File: config.mk
export PLATFORM = sky130hd
export DESIGN_NAME = multi_clk_div_flat
export DESIGN_NICKNAME = d
export VERILOG_FILES = /design/src/rtl/multi_clk_div_if.sv /design/src/rtl/multi_clk_div.sv /design/src/flat_wrapper.sv
export SDC_FILE = /design/constraint.sdc
export NUM_CORES = 1
export LEC_CHECK = 0
export CORE_UTILIZATION = 68
export CTS_CLUSTER_SIZE = 16
export DETAILED_ROUTE_END_ITERATION = 10
export PLACE_DENSITY = 0.92
export SETUP_SLACK_MARGIN = 0.02
export SLEW_MARGIN = 20
export SYNTH_ARGS = -nofsm -noshare
export SYNTH_HDL_FRONTEND = slang
export SYNTH_SLANG_ARGS = --single-unit
export TNS_END_PERCENT = 10
File: constraint.sdc
create_clock -name clk -period 5.4 [get_ports clk]
set_input_delay 1.08 -clock clk [delete_from_list [all_inputs] [get_ports clk]]
set_output_delay 1.08 -clock clk [all_outputs]
set_load 0.03 [all_outputs]
File: src/rtl/multi_clk_div_if.sv
// Configuration port of multi_clk_div: valid/ready write of a new
// half-period divisor into one channel.
interface multi_clk_div_if #(
   parameter int NUM_CH = 4,
   parameter int CNT_W  = 27
);
   localparam int CH_W = (NUM_CH > 1) ? $clog2(NUM_CH) : 1;

   logic             cfg_valid;
   logic             cfg_ready;
   logic [CH_W-1:0]  cfg_ch;
   logic [CNT_W-1:0] cfg_div;

   modport master (
      output cfg_valid,
      output cfg_ch,
      output cfg_div,
      input  cfg_ready
   );

   modport slave (
      input  cfg_valid,
      input  cfg_ch,
      input  cfg_div,
      output cfg_ready
   );
endinterface

File: src/rtl/multi_clk_div.sv
// Multi-channel clock divider. Each channel produces a 50% duty square
// wave (clk_out) with half-period div cycles and a one-cycle tick at each
// toggle. Divisors are rewritten at runtime through the cfg port; a new
// divisor is parked as pending and only takes over at a terminal count
// (or at once when the channel is idle), so no output half-period is cut
// short.
//
// Optional build macro MULTI_CLK_DIV_SYNC_EN adds a sync_in input that
// restarts every enabled channel from phase 0 and applies pending
// divisors immediately.
module multi_clk_div #(
   parameter int NUM_CH      = 4,
   parameter int CNT_W       = 27,
   parameter int DEFAULT_DIV = 125000
) (
   input  logic              clk,
   input  logic              resetSW_n,
   input  logic [NUM_CH-1:0] ch_en,
`ifdef MULTI_CLK_DIV_SYNC_EN
   input  logic              sync_in,
`endif
   multi_clk_div_if.slave    cfg,
   output logic [NUM_CH-1:0] clk_out,
   output logic [NUM_CH-1:0] tick
);

   localparam int CH_W = (NUM_CH > 1) ? $clog2(NUM_CH) : 1;
   localparam logic [CNT_W-1:0] ONE     = CNT_W'(1);
   localparam logic [CNT_W-1:0] DIV_RST = CNT_W'(DEFAULT_DIV);

   logic              sync;
   logic              ready;
   logic              accept;
   logic [NUM_CH-1:0] pending;

`ifdef MULTI_CLK_DIV_SYNC_EN
   assign sync = sync_in;
`else
   assign sync = 1'b0;
`endif

   // Ready follows the pending flag of the addressed channel; channels that
   // do not exist always accept (and drop) the write. Blocked during sync.
   always_comb begin
      ready = 1'b1;
      for (int i = 0; i < NUM_CH; i++) begin
         if (cfg.cfg_ch == CH_W'(i)) begin
            ready = ~pending[i];
         end
      end
      if (sync) begin
         ready = 1'b0;
      end
   end

   assign cfg.cfg_ready = ready;
   assign accept        = cfg.cfg_valid & ready;

   for (genvar g = 0; g < NUM_CH; g++) begin : g_ch
      logic [CNT_W-1:0] cnt_q;
      logic [CNT_W-1:0] div_q;
      logic [CNT_W-1:0] pend_div_q;
      logic             pend_q;
      logic             clk_q;
      logic             tick_q;
      logic             running;
      logic             term;
      logic             acc;

      assign running = ch_en[g] & (div_q != '0);
      assign term    = running & (cnt_q == div_q - ONE);
      assign acc     = accept & (cfg.cfg_ch == CH_W'(g));

      assign pending[g] = pend_q;
      assign clk_out[g] = clk_q;
      assign tick[g]    = tick_q;

      // Channel counter, output toggle and divisor hand-over. A write
      // accepted on a terminal-count cycle sees pend_q=0 there, so it waits
      // for the following terminal count.
      always_ff @(posedge clk or negedge resetSW_n) begin
         if (!resetSW_n) begin
            cnt_q      <= '0;
            div_q      <= DIV_RST;
            pend_div_q <= '0;
            pend_q     <= 1'b0;
            clk_q      <= 1'b0;
            tick_q     <= 1'b0;
         end else if (sync && ch_en[g]) begin
            cnt_q  <= '0;
            clk_q  <= 1'b0;
            tick_q <= 1'b0;
            if (pend_q) begin
               div_q  <= pend_div_q;
               pend_q <= 1'b0;
            end
         end else begin
            if (acc) begin
               pend_q     <= 1'b1;
               pend_div_q <= cfg.cfg_div;
            end
            if (!running) begin
               cnt_q  <= '0;
               tick_q <= 1'b0;
               if (!ch_en[g]) begin
                  clk_q <= 1'b0;
               end
               if (pend_q) begin
                  div_q  <= pend_div_q;
                  pend_q <= 1'b0;
               end
            end else if (term) begin
               cnt_q  <= '0;
               clk_q  <= ~clk_q;
               tick_q <= 1'b1;
               if (pend_q) begin
                  div_q  <= pend_div_q;
                  pend_q <= 1'b0;
               end
            end else begin
               cnt_q  <= cnt_q + ONE;
               tick_q <= 1'b0;
            end
         end
      end
   end

endmodule
File: src/flat_wrapper.sv
// flat-port wrapper written by rule: the top's interface ports become plain ports
module multi_clk_div_flat 
#(
   parameter int NUM_CH      = 4,
   parameter int CNT_W       = 27,
   parameter int DEFAULT_DIV = 125000
)
  (clk, resetSW_n, ch_en, clk_out, tick, cfg_cfg_valid, cfg_cfg_ch, cfg_cfg_div, cfg_cfg_ready);
  multi_clk_div_if #(.NUM_CH(NUM_CH), .CNT_W(CNT_W)) cfg_i ();
  input  logic clk;
  input  logic resetSW_n;
  input  logic [NUM_CH-1:0] ch_en;
  output logic [NUM_CH-1:0] clk_out;
  output logic [NUM_CH-1:0] tick;
  input wire logic [$bits(cfg_i.cfg_valid)-1:0] cfg_cfg_valid;
  input wire logic [$bits(cfg_i.cfg_ch)-1:0] cfg_cfg_ch;
  input wire logic [$bits(cfg_i.cfg_div)-1:0] cfg_cfg_div;
  output wire logic [$bits(cfg_i.cfg_ready)-1:0] cfg_cfg_ready;
  assign cfg_i.cfg_valid = cfg_cfg_valid;
  assign cfg_i.cfg_ch = cfg_cfg_ch;
  assign cfg_i.cfg_div = cfg_cfg_div;
  assign cfg_cfg_ready = cfg_i.cfg_ready;
  multi_clk_div #(.NUM_CH(NUM_CH), .CNT_W(CNT_W), .DEFAULT_DIV(DEFAULT_DIV)) u_core (.clk(clk), .resetSW_n(resetSW_n), .ch_en(ch_en), .cfg(cfg_i), .clk_out(clk_out), .tick(tick));
endmodule
-- Word level (Yosys, flattened, before mapping)
Cells that the tools add are included.
- bits in registers: 336
- bits in latches: 0
- RAM bits: 0
- ROM bits: 0
- bits of input ports: 36
- output and inout bits: 9
- word-level logic and storage cells: 137
- memories kept: 0
- $add $sub $neg: 8
- multiply operators: 0
- divide/modulo/power cells: 0
- $lt $le $gt $ge: 0
- equality and inequality tests: 15
- shift operators: 0
- muxes and demuxes: 60
- bitwise operators: 21
- reductions and logical operators: 9
- operators with widths (operator ; count):
    two-way mux 27 bit ; 20
    adder 27 x 1 -> 27 bit, second input constant ; 4
    equality test 27 bit ; 4
    nonzero test 27 bit ; 4
    subtractor 27 x 1 -> 27 bit, second input constant ; 4
    two-way mux 1 bit ; 40
    bitwise AND 1 bit ; 13
    != test 2 x 1 -> 1 bit, second input constant ; 4
    != test 2 bit, second input constant ; 4
    inverter 1 bit ; 8
    AND reduction 2 bit ; 4
    equality test 2 bit, second input constant ; 2
    equality test 2 x 1 -> 1 bit, second input constant ; 1
    logical NOT 2 bit ; 1

-- Longest topological paths before layout
Gate-level depths: netlist of run 1.
- depth in word-level cells: 11
- gate-level depth with buffers: 13
- mapped depth without buffers: 10

-- Worst setup path before layout of run 1
Ideal clock, no wire load.
- path type: register to register
- start point: register u_core.g_ch[3].div_q[0]
- end point: register u_core.g_ch[3].div_q[10]
- library setup time: 125 ps
- arrival: 3089 ps
- required time: 5275 ps
- slack: 2186 ps
- stages on the path, launching flop included: 13
- path buffers: 2
- clock period less this slack: 3214 ps
- path through: dfrtp_1 -> inv_1 -> ha_1 -> nor3b_1 -> clkbuf_1 -> nand4_1 -> xnor2_1 -> or3_1 -> a2111oi_0 -> and4b_1 -> a41oi_4 -> buf_6 -> mux2_4
- cells in the longest elaborated chain, start to end: 4
- elaborated cells on any way between the ends: 7
- those cells by class: 1 x add/sub; 2 x eq/ne; 1 x mux; 2 x bitwise; 1 x reduce/logical
- ends and longest elaborated chain (what ; RTL line ; RTL):
    start: declaration ; multi_clk_div.sv:61 ; logic [CNT_W-1:0] div_q;
    start signal: assignment ; multi_clk_div.sv:94 ; div_q <= pend_div_q;
    start signal: assignment ; multi_clk_div.sv:109 ; div_q <= pend_div_q;
    start signal: assignment ; multi_clk_div.sv:117 ; div_q <= pend_div_q;
    subtractor 27 x 1 -> 27 bit or nonzero test 27 bit (tied branches) ; multi_clk_div.sv:71, multi_clk_div.sv:70 ;
    equality test 27 bit or bitwise AND 1 bit (tied branches) ; multi_clk_div.sv:71, multi_clk_div.sv:70 ;
    bitwise AND 1 bit ; multi_clk_div.sv:71 ; assign term = running & (cnt_q == div_q - ONE);
    != test 2 bit (no line) ; n/a ;
Parallel ways exist; a longest one is shown, timed or not.
A chain may end at the register's enable or synchronous reset.

-- Worst setup path in the final report of run 1
- start point: input port cfg_cfg_ch[0]
- end point: output port cfg_cfg_ready
- cells in the longest elaborated chain, start to end: 5
- elaborated cells on any way between the ends: 8
- those cells by class: 3 x eq/ne; 4 x mux; 1 x reduce/logical
- ends and longest elaborated chain (what ; RTL line ; RTL):
    start: declaration ; flat_wrapper.sv:16 ; input wire logic [$bits(cfg_i.cfg_ch)-1:0] cfg_cfg_ch;
    logical NOT 2 bit ; multi_clk_div.sv:47 ; if (cfg.cfg_ch == CH_W'(i)) begin
    two-way mux 1 bit (3 in series) ; multi_clk_div.sv:47 ;
    two-way mux 1 bit * ; multi_clk_div.sv:47 ;
    end: declaration ; flat_wrapper.sv:18 ; output wire logic [$bits(cfg_i.cfg_ready)-1:0] cfg_cfg_ready;
Mark *: on every way between the ends. The rest lies on a longest branch, timed or not.

==> results.ini, run 1 <==
[setup_path]
crit_path_frequent_cell=clkdlybuf4s50_1
worstSetupPathType=input pin to primary output
path_delay_family=buffers and inverters
crit_path_start=cfg_cfg_ch[0]
r2r-start=u_core.g_ch[0].div_q[0]$_DFFE_PN0P_
path_max_fanout=5
critPathRequiredTime_ns=4.32
end_kind=primary output
slowest_delay_ns=0.66
worstPathCellList=clkdlybuf4s50_1 -> mux4_2 -> inv_1 -> clkdlybuf4s50_1
start_kind=input pin
cp_slowest_cell=clkdlybuf4s50_1
arrival_ns=2.97
crit_buf_inv=3

[power_and_ir_drop]
p_int_w=0.006224
p_per_area_nw_per_um2=471.0
leakagePower_nw=8.344
p_comb_frac=0.278
power_switching_w=0.003240
switching_share=0.3424
clock_power_share=0.288
irDropWorstVdd_uv=284.2
power_w=0.009464
seq_power_share=0.434

[clock_tree]
cts.sinks=336
clk_pin_slew_worst_paths_ns=0.06
htreeDepth=2
cts_resized=0
cts_tree=yes
cts_max_path_buffers=3
ctsHoldBuffers=0
postCtsSetupBuffers=0
clkLatencyLatePin_ns=0.54
root_buffer=clkbuf_16
cts_buffers=36

[global_route]
grt_max_degree=131
gr-usage-all-layers=0.3307
antenna_found_initial=0
use_met3=0.04870
use_met1=0.4356
busiest_layer=met2
grt_pass1_wl_mm=69.97
globalRouteOverflowTotal=0
grt_pass1_vias=13300
grtUsageMet2=0.5631

[synth]
synth_cells=1675
syn-num-nets=1723
synth_area_leader_cell=dfrtp_1
synthTopCellsByArea=dfrtp_1, mux2_2, xnor2_1, xor2_1, dfstp_2
synth.top_cell.area_share=0.4243
ys_seq_elements=336
synth_flop_cell=dfrtp_1
syn_area_um2=18160
synth_edf_count=0
ys_seq_area_frac=0.4648
ys_types=81
syn-mean-instance-area_um2=10.84
postSynth.asyncResetShare=1.000
ys_warn_count=0

[drt]
ant_nets=0
dr.pass1.iters=8
routedWlPerCell_um=21.25
vias=13370
drc_errors=12
routed_via_density=6.510
wl_mm=43.62
initialDrtViolationCount=1210

[sta]
finalCritPeriodShare=0.7494
slew_viol_final=0
maxSlewHeadroom=0.3859
fin_worst_skew_ns=0.01883
fmaxAchievable_mhz=247.1
hold_viol=0
rsz0062_at_grt=no
setup_violations=0
fin_hold_ws_ns=0.4832
period_needed_ns=4.047
worst_slew_pin_slew_ns=0.9128
fin_setup_tns_ns=0

[cells_and_area]
drive_above_1_share=0.1903
final_cell_mix=dfrtp_1, nor2_1, mux2_2
nets=1738
areaGrowthSynthToFinish_pct=10.61
layout_commonest_cell=dfrtp_1
n_antenna_cell=0
num-fill-cells=1596
utilization=0.7689
final_cell_area_um2=20090

[placed_design]
gp_congestion=0.9548
placed_cell_area_um2=18780
dp_hpwl_mm=29.54
portBuffers=44

[min_path]
min_path_type=flop to flop
min_from=u_core.g_ch[2].pend_div_q[25]$_DFFE_PN0P_

[die]
die_w_um=165.4
core-area_um2=26130
rows=59
dieArea_um2=27370
die_y_um=165.4
start_util=0.6951
pin_count=45

[run_status]
violations=DRC
outcome=complete, but fails checks

[job]
max_cap_viol_count=0

==> Yosys cell counts, types with 4 or more instances <==
cell type / count
dfstp_2: 28
xnor2_1: 126
mux2_2: 160
nor3_1: 43
clkbuf_1: 50
mux2_1: 20
o21a_1: 6
mux2_4: 40
inv_1: 28
o31ai_1: 6
buf_2: 16
nand2_1: 81
a211oi_1: 9
nand4b_1: 4
xor2_1: 99
and4b_1: 4
buf_6: 4
and3_1: 38
nor4b_1: 7
a31oi_1: 11
nor4_2: 4
and2_1: 6
nor2_1: 190
nand3b_1: 9
mux2i_1: 16
and4_1: 11
nor4_1: 35
o211ai_1: 9
nand4_1: 39
nor3b_1: 9
or2_2: 4
buf_4: 8
or4_1: 24
nor2b_1: 6
o31a_1: 4
a21o_1: 7
a211o_1: 7
dfrtp_1: 308
nand3_1: 64
ha_1: 12
nand2b_1: 11
or3_1: 15
a21oi_1: 17
o21ai_0: 21
==> logic make-up after synthesis <==
kind of cell	share of synthesized area
AOI/OAI and AO/OA	0.05710
xor gates and xnor gates	0.1097
DFF	0.4648
and+or+nand+nor	0.1787
muxes	0.1547
adders and majority gates	0.008265
buffers and inverters	0.02673
==> final timing paths <==
path,end,slack [ns],depth (start not counted)
setup reg to reg,u_core.g_ch[0].div_q[4]$_DFFE_PN0P_,1.58,11
setup / recovery,cfg_cfg_ready,1.35,4
hold reg to reg,u_core.g_ch[2].div_q[25]$_DFFE_PN0P_,0.48,1
hold / removal,u_core.g_ch[2].div_q[25]$_DFFE_PN0P_,0.48,1
min in group asynchronous,u_core.g_ch[3].cnt_q[9]$_DFF_PN0_,0.57,1
max in group asynchronous,u_core.g_ch[2].div_q[19]$_DFFE_PN0P_,3.54,2
==> power groups by stage <==
stage / sequential, W / combinational, W / clock (W)
floorplan: 0.00368 / 0.00217 / 0
global placement: 0.00404 / 0.00241 / 0
detailed placement: 0.00409 / 0.00253 / 0
CTS: 0.00407 / 0.00259 / 0.00275
global route: 0.00418 / 0.00287 / 0.00286
finish: 0.00411 / 0.00263 / 0.00273
==> state kept, by name (all words and copies together) (netlist names) <==
register                count
u_core.g_ch.cnt_q         108
u_core.g_ch.div_q         108
u_core.g_ch.pend_div_q    108
u_core.g_ch.clk_q           4
u_core.g_ch.pend_q          4
u_core.g_ch.tick_q          4
==> per-stage QoR <==
stage,setup WS [ns],cells
after global routing,1.273,2053
after floorplan,2.186,1675
final,1.353,2053
after global placement,1.400,1986
after detailed placement,1.364,1986
after CTS,1.353,2052
==> metal layers <==
| metal | up-vias | part of all wire |
|---|---|---|
| li1 | 6006 | - |
| met2 | 513 | 0.49 |
| met4 | 0 | 0.029 |
| met1 | 6721 | 0.42 |
| met3 | 125 | 0.059 |
| met5 | - | 0 |
==> layout make-up <==
| cell class | instances | area (um^2) | area share |
|---|---|---|---|
| Clock inverter | 13 | 254.0 | 0.01264 |
| Clock buffer | 53 | 1046 | 0.05206 |
| Timing Repair Buffer | 57 | 563.0 | 0.02802 |
| Tap cell | 335 | 419.2 | 0.02086 |
| Multi-Input combinational cell | 1231 | 9263 | 0.4610 |
| Inverter | 28 | 105.1 | 0.005231 |
| Sequential cell | 336 | 8443 | 0.4202 |
No activity file was read; power rests on OpenSTA's default activity.
==> inputs of run 2 (changes only) <==
--- a/config.mk
+++ b/config.mk
@@ -5,10 +5,10 @@
 export SDC_FILE = /design/constraint.sdc
 export NUM_CORES = 1
 export LEC_CHECK = 0
-export CORE_UTILIZATION = 68
+export CORE_UTILIZATION = 63
 export CTS_CLUSTER_SIZE = 16
 export DETAILED_ROUTE_END_ITERATION = 10
-export PLACE_DENSITY = 0.92
+export PLACE_DENSITY = 0.87
 export SETUP_SLACK_MARGIN = 0.02
 export SLEW_MARGIN = 20
 export SYNTH_ARGS = -nofsm -noshare
==> constraint.sdc (replaced) <==
create_clock -name clk -period 3.99 [get_ports clk]
set_input_delay 0.798 -clock clk [delete_from_list [all_inputs] [get_ports clk]]
set_output_delay 0.798 -clock clk [all_outputs]
set_load 0.03 [all_outputs]
==> run 2 against run 1 <==
  * The flow now finishes without violations
  * Largest cell class unchanged
  * Hold slack got worse by 0.23 ns
  * Highest routed layer unchanged
  * Global-route usage decreased by 2.4 points
  * Clock-buffer cell count fell by 1
  * Die area grew 7.8%
  * Cell count grew 2.8%
  * Power rose by 32%
==> results.ini, run 2 (synthesis gave the netlist of run 1 again) <==
[global_route]
gr-usage-all-layers=0.3070  ; -0.02367
grt_max_degree=87  ; -34%
globalRouteOverflowTotal=0  ; unchanged
antenna_found_initial=1  ; +1
grt_pass1_wl_mm=70.41  ; +0.62%
grt_pass1_vias=13430  ; +1.0%

[setup_path]
r2r-start=u_core.g_ch[0].div_q[12]$_DFFE_PN0P_
reg2reg_slack_ns=0.29  ; -1.29 ns
crit_path_start=u_core.g_ch[0].div_q[12]$_DFFE_PN0P_
r2r_end=u_core.g_ch[0].div_q[4]$_DFFE_PN0P_
start_kind=flop
end_kind=flop
endpoint=u_core.g_ch[0].div_q[4]$_DFFE_PN0P_
worstSetupPathType=flop to flop
path_max_fanout=15  ; +10
arrival_ns=4.11  ; +1.14 ns
critPathRequiredTime_ns=4.40  ; +0.08 ns
r2r_cells=9  ; -2

[clock_tree]
cts.sinks=336  ; unchanged
postCtsSetupBuffers=0  ; unchanged
cts_max_path_buffers=3  ; unchanged
cts_resized=0  ; unchanged
htreeDepth=2  ; unchanged
cts_tree=yes
clk_pin_slew_worst_paths_ns=0.06  ; about the same
root_buffer=clkbuf_16
cts_buffers=36  ; unchanged
ctsHoldBuffers=0  ; unchanged
clkLatencyLatePin_ns=0.53  ; about the same

[die]
die_w_um=171.8  ; +3.8%
rows=61  ; +3.4%
start_util=0.6467  ; -0.04837
core-area_um2=28090  ; +7.5%
die_y_um=171.8  ; +3.8%
pin_count=45  ; unchanged
dieArea_um2=29520  ; +7.8%

[cells_and_area]
largestRegisters=u_core.g_ch.cnt_q (108), u_core.g_ch.div_q (108), u_core.g_ch.pend_div_q (108)
drive_above_1_share=0.1986  ; +0.008277
nets=1752  ; +0.81%
areaGrowthSynthToFinish_pct=11.08
layout_commonest_cell=dfrtp_1
final_cell_mix=dfrtp_1, nor2_1, mux2_2
stdcell_count=2111  ; +2.8%

[sta]
fin_setup_tns_ns=0  ; unchanged
maxSlewHeadroom=0.5169  ; +0.1310
rsz0062_at_grt=no
setup_violations=0  ; unchanged
hold_viol=0  ; unchanged
fmaxAchievable_mhz=270.1
slew_viol_final=0  ; unchanged
finalCritPeriodShare=0.9278
period_needed_ns=3.702
worst_slew_pin_slew_ns=0.7219  ; -0.1909 ns
timing.final.ws_setup_ns=0.2881  ; -1.065 ns
fin_worst_skew_ns=0.01138  ; -0.007444 ns

[drt]
initialDrtViolationCount=847  ; -30%
ant_nets=0  ; unchanged
routed_via_density=6.251  ; -4.0%
vias=13200  ; -1.3%
dr.pass1.iters=5  ; -3
routedWlPerCell_um=20.73  ; -2.4%
drc_errors=0  ; -12
wl_mm=43.77  ; +0.35%

[power_and_ir_drop]
p_per_area_nw_per_um2=618.3  ; +31%
irDropWorstVdd_uv=460.3  ; +62%
leakagePower_nw=8.382  ; +0.46%

[run_status]
outcome=complete, no violations

[placed_design]
gp_congestion=0.9612  ; +0.67%
portBuffers=44  ; unchanged
dpl.cell_count=2043  ; +2.9%
dp_hpwl_mm=29.94  ; +1.3%
dp_slack_ns=0.2760  ; -1.088 ns

[min_path]
min_path_type=input pin to asynchronous set/reset pin

[job]
max_cap_viol_count=0  ; unchanged

==> run 2: critical path, cell delays in order (launching register included) <==
cell,delay (ns)
dfrtp_1,0.43
nor4_1,0.58
nand3_1,0.40
nor2_1,0.33
mux2i_1,0.14
a311oi_2,0.36
nor4_4,0.11
o21ai_4,0.61
buf_16,0.24
mux2_2,0.36
==> run 2: area by class of cell <==
class	instances	area (um^2)
timing repair buffer	71	718.2
inverter	28	105.1
clock inverter	14	111.4
multi-input combinational	1231	9263
fill	1972	7909
antenna	1	2.502
tap	378	473.0
clock buffer	52	1062
sequential	336	8443
==> run 2: worst min path at each step <==
| stage | cells past startpoint | slack (ns) | start | end |
|---|---|---|---|---|
| after floorplan | 1 | 0.45 | u_core.g_ch[2].pend_div_q[10]$_DFFE_PN0P_ | u_core.g_ch[2].div_q[10]$_DFFE_PN0P_ |
| after global placement | 1 | 0.46 | u_core.g_ch[2].pend_div_q[23]$_DFFE_PN0P_ | u_core.g_ch[2].div_q[23]$_DFFE_PN0P_ |
| after detailed placement | 1 | 0.47 | u_core.g_ch[2].pend_div_q[20]$_DFFE_PN0P_ | u_core.g_ch[2].div_q[20]$_DFFE_PN0P_ |
| after CTS | 1 | 0.28 | resetSW_n | u_core.g_ch[3].cnt_q[5]$_DFF_PN0_ |
| after global routing | 1 | 0.32 | resetSW_n | u_core.g_ch[3].cnt_q[8]$_DFF_PN0_ |
| final | 1 | 0.26 | resetSW_n | u_core.g_ch[3].cnt_q[5]$_DFF_PN0_ |
==> run 2: stage by stage <==
step | utilization | hold slack (ns) | cell area (um^2) | power [W]
after detailed placement | 0.6756 | 0.4723 | 18970 | 0.009056
after CTS | 0.7173 | 0.2831 | 20150 | 0.01246
after global placement | 0.6756 | 0.4618 | 18970 | 0.008858
after floorplan | - | 0.4541 | 18160 | 0.007925
after global routing | 0.7183 | 0.3212 | 20180 | 0.01308
final | 0.7184 | 0.2558 | 20180 | 0.01248
==> run 2: where the power goes <==
group,total [W],switching (W),internal [W]
registers,0.00552,0.00120,0.00432
clock network,0.00330,0.00138,0.00193
logic,0.00366,0.00177,0.00189
==> run 2: metal layers <==
metal | vias up | GRT usage | wire [um]
met3 | 118 | 0.04579 | 2302
met4 | 0 | 0.1073 | 1386
li1 | 6027 | - | -
met5 | - | 0 | 0
met1 | 6616 | 0.4056 | 18780
met2 | 434 | 0.5165 | 21300
==> inputs of run 3 (changes only) <==
--- a/config.mk
+++ b/config.mk
@@ -5,10 +5,11 @@
 export SDC_FILE = /design/constraint.sdc
 export NUM_CORES = 1
 export LEC_CHECK = 0
-export CORE_UTILIZATION = 63
+export CORE_UTILIZATION = 64
 export CTS_CLUSTER_SIZE = 16
 export DETAILED_ROUTE_END_ITERATION = 10
-export PLACE_DENSITY = 0.87
+export DONT_BUFFER_PORTS = 1
+export PLACE_DENSITY = 0.86
 export SETUP_SLACK_MARGIN = 0.02
 export SLEW_MARGIN = 20
 export SYNTH_ARGS = -nofsm -noshare
==> run 3 against run 2 <==
  * Via count down 2.3%
  * Sequential share of layout area up 0.82 points
  * Combinational power is 3% lower
  * Global-route usage down 0.77 points
  * Core utilization fell by 0.80 points
  * Die area decreased by 1.5%
  * Design area down 1.9%
  * Clock power up 3%
  * Worst setup slack better by 0.049 ns
  * Cell count shrank 1.9%
  * Maximum frequency increased by 1.4%
  * Clock skew increased by 0.0011 ns
  * Largest cell class unchanged
  * Highest routed layer is now met5
==> results.ini, run 3 (synthesis gave the netlist of run 1 again) <==
[power_and_ir_drop]
seq_power_share=0.441  ; about the same
irDropWorstVdd_uv=531.4  ; +15%
p_comb_frac=0.285  ; -0.008
p_int_w=0.008247  ; +1.4%
power_switching_w=0.004186  ; -3.5%
power_w=0.01243  ; -0.35%
clock_power_share=0.274  ; +0.009
switching_share=0.3367  ; -0.01113
leakagePower_nw=8.226  ; -1.9%
p_per_area_nw_per_um2=628.2  ; +1.6%

[placed_design]
placed_cell_area_um2=18480  ; -2.6%
gp_congestion=0.9505  ; -1.1%
dp_slack_ns=0.1748  ; -0.1012 ns
dp_hpwl_mm=29.13  ; -2.7%
portBuffers=0  ; -100%

[clock_tree]
cts.sinks=336  ; unchanged
cts_resized=0  ; unchanged
cts_max_path_buffers=3  ; unchanged
root_buffer=clkbuf_16
cts_buffers=36  ; unchanged
postCtsSetupBuffers=0  ; unchanged
clkLatencyLatePin_ns=0.52  ; about the same
htreeDepth=2  ; unchanged
cts_tree=yes
clk_pin_slew_worst_paths_ns=0.06  ; about the same

[drt]
routed_via_density=6.226  ; -0.39%
wl_mm=43.05  ; -1.6%
routedWlPerCell_um=20.79  ; +0.25%
initialDrtViolationCount=903  ; +6.6%
dr.pass1.iters=5  ; unchanged
drc_errors=0  ; unchanged
vias=12900  ; -2.3%
ant_nets=0  ; unchanged

[setup_path]
reg2reg_slack_ns=0.34  ; +0.05 ns
end_kind=flop
r2r-start=u_core.g_ch[2].div_q[4]$_DFFE_PN0P_
start_kind=flop
cp_slowest_cell=or4_1
path_max_fanout=27  ; +12
arrival_ns=4.04  ; -0.07 ns
worstSetupPathType=flop to flop
slowest_delay_ns=0.74  ; +0.13 ns
crit_path_start=u_core.g_ch[2].div_q[4]$_DFFE_PN0P_
critPathRequiredTime_ns=4.38  ; -0.02 ns
worstPathCellList=or4_1 -> nor3_1 -> o211ai_1 -> and3_1 -> a211o_1 -> nor3_2 -> o21ai_2 -> buf_4 -> mux2_1

[sta]
worst_slew_pin_slew_ns=0.9728  ; +0.2509 ns
rsz0062_at_grt=no
finalCritPeriodShare=0.9154  ; -0.01239
maxSlewHeadroom=0.3493  ; -0.1676
fmaxAchievable_mhz=273.8  ; +1.4%
fin_worst_skew_ns=0.01248  ; +0.001091 ns
fin_setup_tns_ns=0  ; unchanged
period_needed_ns=3.652  ; -0.04942 ns
setup_violations=0  ; unchanged
fin_hold_ws_ns=0.02782  ; -0.2280 ns
hold_viol=0  ; unchanged
timing.final.ws_setup_ns=0.3376  ; +0.04942 ns
slew_viol_final=0  ; unchanged

[die]
dieArea_um2=29060  ; -1.5%
core-area_um2=27860  ; -0.81%
die_y_um=170.5  ; -0.78%
die_w_um=170.5  ; -0.78%
rows=61  ; unchanged
pin_count=45  ; unchanged
start_util=0.6521  ; +0.005316

[global_route]
grt_pass1_wl_mm=67.87  ; -3.6%
gr-usage-all-layers=0.2993  ; -0.007730
globalRouteOverflowTotal=0  ; unchanged
grt_max_degree=337  ; +290%
antenna_found_initial=1  ; unchanged
grt_pass1_vias=13070  ; -2.7%

[cells_and_area]
final_cell_mix=dfrtp_1, nor2_1, mux2_2
final_cell_area_um2=19790  ; -1.9%
largestRegisters=u_core.g_ch.cnt_q (108), u_core.g_ch.div_q (108), u_core.g_ch.pend_div_q (108)
layout_commonest_cell=dfrtp_1
drive_above_1_share=0.2005  ; +0.001859
areaGrowthSynthToFinish_pct=8.955
nets=1713  ; -2.2%

[run_status]
outcome=complete, no violations

[min_path]
min_path_type=input pin to asynchronous set/reset pin

[job]
max_cap_viol_count=0  ; unchanged

## run 3: cell count changes in the layout (fill, tap and decap cells not counted), sizes merged
cell / before / now
bufinv: 1 / 4
inv: 30 / 29
clkdlybuf4s50: 43 / 0
clkinv: 9 / 5
buf: 28 / 29
dlygate4sd3: 0 / 3
diode: 1 / 2
## run 3: final cells by class
type	instances	area (um^2)
Antenna cell	2	5.005
Clock buffer	52	1022
Clock inverter	12	172.7
Fill cell	1986	8066
Inverter	28	105.1
Multi-Input combinational cell	1231	9263
Sequential cell	336	8443
Tap cell	378	473.0
Timing Repair Buffer	32	307.8
## run 3: per-layer routing
| layer | up-vias | global-route usage | part of all wire |
|---|---|---|---|
| met5 | - | 0 | 0.00026 |
| met4 | 2 | 0.1073 | 0.033 |
| met3 | 113 | 0.08209 | 0.077 |
| met2 | 377 | 0.4977 | 0.48 |
| met1 | 6451 | 0.3742 | 0.41 |
| li1 | 5952 | - | - |
## run 3: worst max-delay path: cells and delay by family (launching register included)
family | cells | cell delay, ns
multiplexers | 1 | 0.37
flip-flops | 1 | 0.48
AND/OR/NAND/NOR | 4 | 1.84
buffers and inverters | 1 | 0.26
AO/OA/AOI/OAI | 3 | 0.54
## run 3: path summary, 6_finish.rpt
path,endpoint,cells past startpoint
min in group clk,u_core.g_ch[0].clk_q$_DFFE_PN0P_,1
max in group asynchronous,u_core.g_ch[3].div_q[20]$_DFFE_PN0P_,1
worst min register to register,u_core.g_ch[2].div_q[17]$_DFFE_PN0P_,1
worst max-delay path,u_core.g_ch[2].div_q[18]$_DFFE_PN0P_,9
worst min-delay path,u_core.g_ch[1].pend_div_q[4]$_DFFE_PN0P_,0
worst max register to register,u_core.g_ch[2].div_q[18]$_DFFE_PN0P_,9
## run 3: power by group through the flow
| stage | sequential [W] | combinational, W | clock [W] |
|---|---|---|---|
| 4_1_cts | 0.00545 | 0.00346 | 0.00346 |
| 3_5_place_dp | 0.00550 | 0.00341 | 0 |
| 3_3_place_gp | 0.00543 | 0.00327 | 0 |
| 5_1_grt | 0.00560 | 0.00388 | 0.00359 |
| 6_report | 0.00549 | 0.00354 | 0.00341 |
| 2_1_floorplan | 0.00498 | 0.00294 | 0 |
## run 3: per-stage QoR
stage	std cells	utilization
global route	2069	0.7103
detailed placement	1999	0.6633
finish	2071	0.7104
floorplan	1675	-
global placement	1999	0.6633
CTS	2063	0.7062
